--- config.mk ---
export PLATFORM = sky130hd
export DESIGN_NAME = call_request_scheduler
export DESIGN_NICKNAME = d
export VERILOG_FILES = /design/src/rtl/lift_pkg.sv /design/src/rtl/call_request_scheduler_btn_sync_edge.sv /design/src/rtl/call_request_scheduler.sv
export SDC_FILE = /design/constraint.sdc
export NUM_CORES = 1
export LEC_CHECK = 0
export ABC_CLOCK_PERIOD_IN_PS = 5600
export CAP_MARGIN = 10
export CORE_ASPECT_RATIO = 0.5
export CORE_UTILIZATION = 25
export DETAILED_ROUTE_END_ITERATION = 12
export PLACE_DENSITY_LB_ADDON = 0.1
export SLEW_MARGIN = 30
export SYNTH_ARGS = -nofsm -noshare
export SYNTH_HDL_FRONTEND = slang
export SYNTH_SLANG_ARGS = --single-unit
--- constraint.sdc ---
create_clock -name clk -period 5.6 [get_ports clk]
set_clock_uncertainty 0.1 [all_clocks]
set_input_delay 1.4 -clock clk [delete_from_list [all_inputs] [get_ports clk]]
set_output_delay 1.4 -clock clk [all_outputs]
set_load 0.1 [all_outputs]
--- src/rtl/lift_pkg.sv ---
`default_nettype none
// ============================================================================
// Module      : lift_pkg
// Description : Shared types and constants for the lift call scheduler.
// Revision    : 1.0 - initial release
// ============================================================================
package lift_pkg;
  localparam int NFLOORS = 8;
  localparam int FLOOR_W = 3;

  typedef logic [FLOOR_W-1:0] floor_t;

  typedef enum logic [1:0] {
    IDLE  = 2'd0,
    PICK  = 2'd1,
    OFFER = 2'd2,
    SENT  = 2'd3
  } sched_state_t;

  typedef enum logic {
    DIR_UP = 1'b0,
    DIR_DN = 1'b1
  } dir_t;
endpackage
`default_nettype wire

--- src/rtl/call_request_scheduler_btn_sync_edge.sv ---
`default_nettype none
// ============================================================================
// Module      : btn_sync_edge
// Description : Multi-stage synchronizer for raw asynchronous buttons followed
//               by a rising-edge detector producing one-cycle pulses.
// Revision    : 1.0 - initial release
// ============================================================================
module btn_sync_edge #(
  parameter int WIDTH       = 8,
  parameter int SYNC_STAGES = 2
) (
  input  logic             clk,
  input  logic             reset,
  input  logic [WIDTH-1:0] btn_async,
  output logic [WIDTH-1:0] rise
);

  logic [WIDTH-1:0] r_sync [SYNC_STAGES];
  logic [WIDTH-1:0] r_prev;

  // Shift raw buttons through the synchronizer and remember the last stable value
  always_ff @(posedge clk or negedge reset) begin
    if (!reset) begin
      for (int i = 0; i < SYNC_STAGES; i++) begin
        r_sync[i] <= '0;
      end
      r_prev <= '0;
    end else begin
      r_sync[0] <= btn_async;
      for (int i = 1; i < SYNC_STAGES; i++) begin
        r_sync[i] <= r_sync[i-1];
      end
      r_prev <= r_sync[SYNC_STAGES-1];
    end
  end

  // A held button produces a single pulse, so it cannot re-arm a served call
  assign rise = r_sync[SYNC_STAGES-1] & ~r_prev;

endmodule
`default_nettype wire

--- src/rtl/call_request_scheduler.sv ---
`default_nettype none
// ============================================================================
// Module      : call_request_scheduler
// Description : Latches cab/hall calls, clears them on door-open service and
//               issues one target floor at a time in SCAN order over a
//               valid/ready handshake.
// Revision    : 1.0 - initial release
// ============================================================================
module call_request_scheduler #(
  parameter int NFLOORS     = 8,
  parameter int FLOOR_W     = 3,
  parameter int SYNC_STAGES = 2
) (
  input  logic               clk,
  input  logic               reset,
  input  logic [NFLOORS-1:0] cab_btn,
  input  logic [NFLOORS-1:0] hall_up_btn,
  input  logic [NFLOORS-1:0] hall_dn_btn,
  input  logic [FLOOR_W-1:0] current_floor,
  input  logic [1:0]         door,
  input  logic               emergency_stop,
  output logic [FLOOR_W-1:0] req_floor,
  output logic               req_valid,
  input  logic               req_ready,
  output logic [NFLOORS-1:0] pending
);
  import lift_pkg::*;

  // No hall-up call exists at the top floor, no hall-down call at the bottom
  localparam logic [NFLOORS-1:0] c_UP_VALID = ~({{(NFLOORS-1){1'b0}}, 1'b1} << (NFLOORS-1));
  localparam logic [NFLOORS-1:0] c_DN_VALID = ~{{(NFLOORS-1){1'b0}}, 1'b1};

  logic [NFLOORS-1:0] w_cab_rise;
  logic [NFLOORS-1:0] w_up_rise;
  logic [NFLOORS-1:0] w_dn_rise;
  logic [NFLOORS-1:0] r_cab_q;
  logic [NFLOORS-1:0] r_up_q;
  logic [NFLOORS-1:0] r_dn_q;
  logic [NFLOORS-1:0] w_clr_mask;
  logic [NFLOORS-1:0] w_pending;
  logic [NFLOORS-1:0] w_between;
  logic               w_preempt;
  logic [FLOOR_W:0]   w_sel;
  sched_state_t       r_state;
  dir_t               r_dir;
  logic               r_estop_d;

  btn_sync_edge #(.WIDTH(NFLOORS), .SYNC_STAGES(SYNC_STAGES)) u_cab_sync (
    .clk(clk), .reset(reset), .btn_async(cab_btn), .rise(w_cab_rise)
  );
  btn_sync_edge #(.WIDTH(NFLOORS), .SYNC_STAGES(SYNC_STAGES)) u_up_sync (
    .clk(clk), .reset(reset), .btn_async(hall_up_btn), .rise(w_up_rise)
  );
  btn_sync_edge #(.WIDTH(NFLOORS), .SYNC_STAGES(SYNC_STAGES)) u_dn_sync (
    .clk(clk), .reset(reset), .btn_async(hall_dn_btn), .rise(w_dn_rise)
  );

  // SCAN target choice; result is {new_dir, target}. Falls back to the current
  // floor only when nothing is pending above or below it.
  function automatic logic [FLOOR_W:0] f_select(
    input logic [NFLOORS-1:0] p,
    input logic [FLOOR_W-1:0] cur,
    input dir_t               dir
  );
    logic               above_hit;
    logic               below_hit;
    logic [FLOOR_W-1:0] above_f;
    logic [FLOOR_W-1:0] below_f;
    logic [FLOOR_W-1:0] tgt;
    logic               new_dir;
    above_hit = 1'b0;
    below_hit = 1'b0;
    above_f   = cur;
    below_f   = cur;
    // Descending scan so the last hit is the lowest floor above
    for (int i = NFLOORS-1; i >= 0; i--) begin
      if (p[i] && (i > int'(cur))) begin
        above_hit = 1'b1;
        above_f   = FLOOR_W'(i);
      end
    end
    // Ascending scan so the last hit is the highest floor below
    for (int i = 0; i < NFLOORS; i++) begin
      if (p[i] && (i < int'(cur))) begin
        below_hit = 1'b1;
        below_f   = FLOOR_W'(i);
      end
    end
    tgt     = cur;
    new_dir = dir;
    if (dir == DIR_UP) begin
      if (above_hit) begin
        tgt = above_f;
      end else if (below_hit) begin
        tgt     = below_f;
        new_dir = DIR_DN;
      end
    end else begin
      if (below_hit) begin
        tgt = below_f;
      end else if (above_hit) begin
        tgt     = above_f;
        new_dir = DIR_UP;
      end
    end
    return {new_dir, tgt};
  endfunction

  assign w_clr_mask = (door == 2'd1) ? ({{(NFLOORS-1){1'b0}}, 1'b1} << current_floor) : '0;
  assign w_pending  = r_cab_q | r_up_q | r_dn_q;
  assign pending    = w_pending;
  assign w_sel      = f_select(w_pending, current_floor, r_dir);

  // Floors strictly between the cab and the committed target, in travel direction
  always_comb begin
    w_between = '0;
    for (int i = 0; i < NFLOORS; i++) begin
      if (r_dir == DIR_UP) begin
        w_between[i] = (i > int'(current_floor)) && (i < int'(req_floor));
      end else begin
        w_between[i] = (i < int'(current_floor)) && (i > int'(req_floor));
      end
    end
  end

  assign w_preempt = |(w_pending & w_between);

  // Latch call edges; service clear at the open-door floor wins over a new edge
  always_ff @(posedge clk or negedge reset) begin
    if (!reset) begin
      r_cab_q <= '0;
      r_up_q  <= '0;
      r_dn_q  <= '0;
    end else begin
      r_cab_q <= (r_cab_q | w_cab_rise) & ~w_clr_mask;
      r_up_q  <= (r_up_q | (w_up_rise & c_UP_VALID)) & ~w_clr_mask;
      r_dn_q  <= (r_dn_q | (w_dn_rise & c_DN_VALID)) & ~w_clr_mask;
    end
  end

  // Scheduler FSM with registered request outputs; req_floor doubles as target
  always_ff @(posedge clk or negedge reset) begin
    if (!reset) begin
      r_state   <= IDLE;
      r_dir     <= DIR_UP;
      r_estop_d <= 1'b0;
      req_floor <= '0;
      req_valid <= 1'b0;
    end else begin
      r_estop_d <= emergency_stop;
      if (emergency_stop) begin
        req_valid <= 1'b0;
        // A request already accepted on this edge still counts as sent
        if (r_state == OFFER) begin
          r_state <= req_ready ? SENT : PICK;
        end
      end else if (r_estop_d) begin
        // Re-evaluate the target right after an emergency release
        req_valid <= 1'b0;
        r_state   <= PICK;
      end else begin
        case (r_state)
          IDLE: begin
            if (|w_pending) begin
              r_state <= PICK;
            end
          end
          PICK: begin
            if (|w_pending) begin
              req_floor <= w_sel[FLOOR_W-1:0];
              r_dir     <= dir_t'(w_sel[FLOOR_W]);
              req_valid <= 1'b1;
              r_state   <= OFFER;
            end else begin
              r_state <= IDLE;
            end
          end
          OFFER: begin
            if (req_ready) begin
              req_valid <= 1'b0;
              r_state   <= SENT;
            end
          end
          SENT: begin
            if (!w_pending[req_floor] || w_preempt) begin
              r_state <= PICK;
            end
          end
          default: begin
            req_valid <= 1'b0;
            r_state   <= IDLE;
          end
        endcase
      end
    end
  end

endmodule
`default_nettype wire

* Word level (Yosys, flattened, before mapping)
Index checks and enable logic that the tools add are counted.
Storage, ports and cells: output and inout bits 12, flip-flop bits (word level) 101, input bits 33, word-level logic and storage cells 168
Operators by class: shift operators 1, equality and inequality tests 9, muxes and demuxes 61, bitwise gates (word level) 18, magnitude comparators 27, reduce and logical (&&, ||, !) cells 35
Operators with widths (number):
- 3-bit 2-to-1 mux | 19
- 8-bit bitwise AND | 5
- 8-bit OR | 4
- 1-bit 2-to-1 mux | 30
- 1-bit logical AND | 26
- 8-bit NOT | 3
- 3-bit > comparator, first input constant | 7
- 3-bit < comparator, first input constant | 6
- 2-bit 2-to-1 mux | 8
- 4-bit inequality test, second input constant | 4
- 8-bit OR reduction | 2
- 2-bit by 3-bit > comparator with 1-bit output, first input constant | 4
- 2-bit by 3-bit < comparator with 1-bit output, first input constant | 4
- 1-bit by 3-bit < comparator with 1-bit output, first input constant | 3
- 8-bit by 7-bit bitwise AND with 8-bit output | 1
- 8-bit 2-to-1 mux | 1
- 8-bit by 7-bit OR with 8-bit output | 1
- 2-bit one-hot mux with 4 select lines | 1
- 4-bit AND reduction | 2
- 1-bit by 3-bit left shift with 8-bit output, first input constant | 1
- 7-bit bitwise AND | 1
- 7-bit NOT | 1
- 1-bit by 3-bit > comparator with 1-bit output, first input constant | 2
- 2-bit by 1-bit == test with 1-bit output, second input constant | 2
- 11 further kinds | 13

* Longest topological paths before layout
depth in word-level cells 13, gate-level depth with buffers 8

* By module
From an unflattened synthesis, not the netlist that was laid out.
Unflattened totals: cells, all modules 341, area total of the unflattened synthesis 4210.3 µm²
Modules (own cells, without submodules):
- btn_sync_edge | times used 3, cells each 32, seq. area each 600.6 µm², area each 710.7 µm²
- call_request_scheduler | times used 1, cells each 245, seq. area each 800.8 µm², area each 2078.2 µm²

* Least setup slack after synthesis
No wires, ideal clock.
kind input to register, from input port current_floor[2], to register r_state[0], data required time 5404 ps, setup time 96 ps, path buffers 1, cell stages on the path 7, data arrival time 2906 ps, setup slack 2499 ps, cells stage by stage buf_2 -> nand2_1 -> o22ai_1 -> a221o_1 -> a2111o_1 -> and4_1 -> a311oi_2
On the way: word-level cells in the longest chain between the ends 8, elaborated cells on any way between the ends 35, those cells by class order compare (12); eq/ne (1); mux (6); bitwise (1); reduce/logical (15)
Ends and longest elaborated chain:
- start: declaration | RTL line call_request_scheduler.sv:19 | input logic [FLOOR_W-1:0] current_floor,
- 1-bit by 3-bit > comparator with 1-bit output (tied with other cells) | RTL line call_request_scheduler.sv:119 | w_between[i] = (i > int'(current_floor)) && (i < int'(req_floor));
- 1-bit logical AND, on equally long branches | RTL line call_request_scheduler.sv:119, call_request_scheduler.sv:121
- 1-bit 2-to-1 mux | RTL line call_request_scheduler.sv:118 | if (r_dir == DIR_UP) begin
- 8-bit by 7-bit bitwise AND with 8-bit output (*) | RTL line call_request_scheduler.sv:126 | assign w_preempt = |(w_pending & w_between);
- 8-bit OR reduction (*) | RTL line call_request_scheduler.sv:126
- 1-bit logical OR (*) | RTL line call_request_scheduler.sv:185 | if (!w_pending[req_floor] || w_preempt) begin
- 4-bit inequality test (no line) (*)
- 4-bit AND reduction (no line) (*)
- end signal: assignment | RTL line call_request_scheduler.sv:155 | r_state <= req_ready ? SENT : PICK;
- end: declaration | RTL line call_request_scheduler.sv:44 | sched_state_t r_state;
Every way passes the cells marked *; elsewhere a longest branch is shown, timed or not. A chain may end at the register's enable or synchronous reset.

* Worst setup path after layout
from register r_up_q[3], to output port pending[3]
On the way: word-level cells in the longest chain between the ends 2
Ends and longest elaborated chain:
- start: declaration | RTL line call_request_scheduler.sv:37 | logic [NFLOORS-1:0] r_up_q;
- start signal: assignment | RTL line call_request_scheduler.sv:136 | r_up_q <= (r_up_q | (w_up_rise & c_UP_VALID)) & ~w_clr_mask;
- 8-bit OR (2 in a row) | RTL line call_request_scheduler.sv:110 | assign w_pending = r_cab_q | r_up_q | r_dn_q;
- end: declaration | RTL line call_request_scheduler.sv:25 | output logic [NFLOORS-1:0] pending
Every way passes these cells.

==> impl_metrics.env <==
export IMPL_yosys_area_top_type="dfrtp_1"
export IMPL_p_comb_frac=0.192
export IMPL_use_met1=0.177
export IMPL_clock_fmax_mhz=247
export IMPL_placed_area_mm2=0.00445
export IMPL_slew_viol_final=0
export IMPL_dp_slack_ns=1.42
export IMPL_root_buffer="clkbuf_16"
export IMPL_hp_class="reg -> reg"
export IMPL_grt_pass1_wl_mm=14.7
export IMPL_htreeDepth=3
export IMPL_synthFlopType="dfrtp_1"
export IMPL_synth_top_cell_area_share=0.643
export IMPL_avgRoutedWirePerCell_um=15.5
export IMPL_swShare=0.324
export IMPL_grtUsageTotal=0.125
export IMPL_cts_tree="yes"
export IMPL_die_y_um=89.4
export IMPL_grt_max_degree=58
export IMPL_antenna_cells=0
export IMPL_synthToLayoutAreaGrowth_pct=24.6
export IMPL_synth_adder_area_share=0.0131
export IMPL_synth_simple_area_share=0.135
export IMPL_syn_avg_cell_area_um2=11.5
export IMPL_p_seq_frac=0.464
export IMPL_antenna_found_initial=0
export IMPL_drv_cap=0
export IMPL_boundaryPins=45
export IMPL_synth_xor_area_share=0
export IMPL_crit_arrival_ns=2.55
export IMPL_start_util=0.260
export IMPL_drive_gt1_frac=0.0940
export IMPL_ys_warn_count=0
export IMPL_synth_async_sr_flop_share=1.00
export IMPL_clock_latency_ns=0.35
export IMPL_synth_seq_cells=98
export IMPL_vdd_drop_max_uv=113
export IMPL_layout_setup_ws_ns=1.55
export IMPL_syn_nets=368
export IMPL_rsz0062_at_grt="false"
export IMPL_yosys_top_cells_area="dfrtp_1, a21oi_1, inv_1"
export IMPL_gp_congestion=0.823
export IMPL_coreArea_mm2=0.0147
export IMPL_cp_end_kind="output port"
export IMPL_finalSetupViolCount=0
export IMPL_chipWidth_um=177
export IMPL_netlist_area_mm2=0.00381
export IMPL_grt_use_met3=0.0319
export IMPL_first_global_vias=2660
export IMPL_synth_edf_count=0
export IMPL_yosysSeqAreaShare=0.643
export IMPL_synth_top_family_by_area="compound AO/OA/AOI/OAI gates"
export IMPL_die_area_mm2=0.0158
export IMPL_fin_crit_ns=4.05
export IMPL_synthMuxAreaShare=0.0197
export IMPL_powerDensity_mw_per_mm2=372
export IMPL_crit_fanout=6
export IMPL_p_int_mw=1.20
export IMPL_hold_viol_final=0
export IMPL_ys_types=54
export IMPL_yosysMostFrequentCell="dfrtp_1"
export IMPL_cts_buffer_depth=2
export IMPL_fillers=1517
export IMPL_period_share=0.723
export IMPL_criticalPathCategory="reg -> out"
export IMPL_firstDrtPassIters=4
export IMPL_cts_repair_resized=0
export IMPL_path_clk_slew_ns=0.07
export IMPL_critPathLaunchType="flop"
export IMPL_p_switching_mw=0.574
export IMPL_synthesis_instances=331
export IMPL_drt_iter0_drc=175
export IMPL_synth_commonest_cells="dfrtp_1, inv_1, nor2_1"
export IMPL_grt_ovfl_total=0
export IMPL_hpwlAfterDp_mm=6.47
export IMPL_stdcell_area_mm2=0.00475
export IMPL_cp_required_ns=4.10
export IMPL_max_slew_worst_pin_slew_ns=0.973
export IMPL_wl_mm=8.98
export IMPL_io_buffers=42
export IMPL_synth_compound_area_frac=0.140
export IMPL_post_cts_buffers=0
export IMPL_via_per_inst=4.48
export IMPL_p_clk_frac=0.344
export IMPL_rows=31
export IMPL_finalSetupTns_ns=0
export IMPL_grt_use_met2=0.184
export IMPL_p_leak_nw=1.97
export IMPL_nets=415
export IMPL_status="complete, no violations"
export IMPL_drc_errors=0
export IMPL_cts_buffers=9
export IMPL_cts_hold_buf=0
export IMPL_numClockSinks=98
export IMPL_antenna_left=0
export IMPL_maxSlewHeadroom=0.349
export IMPL_vias=2603
export IMPL_top_usage_layer="met2"
cells in the final DEF (no fill, tap or decap), drive strengths merged, types with 2 or more instances in the layout:
master and n:
a32oi 5, nor2b 6, a22oi 2, clkinv 3, ha 4, a221oi 3
clkdlybuf4s50 41, o21ai 13, nand2b 3, nand4 2, o31ai 2, or2 2
buf 3, a21oi 33, a2bb2oi 3, a31oi 4, nor4 2, clkbuf 9
dfrtp 98, and3 2, nor3 13, inv 42, mux2i 3, nand3 7
nand2 17, mux4 2, o22ai 2, nor2 34
per-layer routing:
| metal | wire length (µm) | part of all wire | up-vias |
|---|---|---|---|
| met5 | 0 | 0 | - |
| met4 | 121 | 0.013 | 0 |
| met3 | 281 | 0.031 | 13 |
| met2 | 3830 | 0.43 | 44 |
| met1 | 4750 | 0.53 | 1311 |
| li1 | - | - | 1235 |
final cells by class:
cell class	instances	area, µm²	share of cell area
Sequential cell	98	2450	0.516
Multi-Input combinational cell	187	1180	0.249
Timing Repair Buffer	44	433	0.0911
Tap cell	198	248	0.0521
Clock buffer	9	225	0.0474
Inverter	38	143	0.0300
Clock inverter	7	70.1	0.0147
stage by stage:
step	total power, mW	utilization	hold slack (ns)	cells
finish	1.77	0.324	0.250	581
floorplan	1.06	-	0.231	331
global placement	1.17	0.304	0.232	565
detailed placement	1.18	0.304	0.235	565
CTS	1.80	0.324	0.252	581
global route	1.87	0.324	0.257	581
kinds of logic (layout without fill, tap and decap cells):
kind of cell,after synthesis,after routing
adders and majority gates,4,4
muxes,5,5
DFF,98,98
buffers and inverters,46,98
and+or+nand+nor,96,96
AOI/OAI and AO/OA,82,82
final timing paths:
kind	from	to	slack, ns	cells after the start
min	u_dn_sync.r_sync[13]	u_dn_sync.r_sync[5]	0.25	0
min in group asynchronous	reset	u_cab_sync.r_sync[4]	1.00	1
min reg2reg	u_dn_sync.r_sync[13]	u_dn_sync.r_sync[5]	0.25	0
max	r_up_q[3]	pending[3]	1.55	3
max in group asynchronous	reset	r_up_q[3]	3.40	2
max reg2reg	r_up_q[3]	r_state[0]	2.96	6
power by group through the flow:
stage | clock [mW] | combinational (mW) | sequential [mW]
floorplan | 0 | 0.159 | 0.901
global placement | 0 | 0.338 | 0.835
detailed placement | 0 | 0.342 | 0.837
CTS | 0.637 | 0.343 | 0.823
global route | 0.663 | 0.372 | 0.832
finish | 0.609 | 0.340 | 0.821
flip-flops by register name (all words and copies together), names as in the netlist, 3 cells and up:
signal / count
u_dn_sync.r_prev: 7
u_up_sync.r_sync: 14
r_dn_q: 8
u_cab_sync.r_sync: 16
u_up_sync.r_prev: 7
r_up_q: 8
u_dn_sync.r_sync: 14
u_cab_sync.r_prev: 8
req_floor: 3
r_cab_q: 8
critical path: stages (launching register included):
cell and delay, ns:
dfrtp_1 0.38, nor3_1 0.49, inv_1 0.30, clkdlybuf4s50_1 1.04
Note: power is estimated with default switching activity, not from simulation.
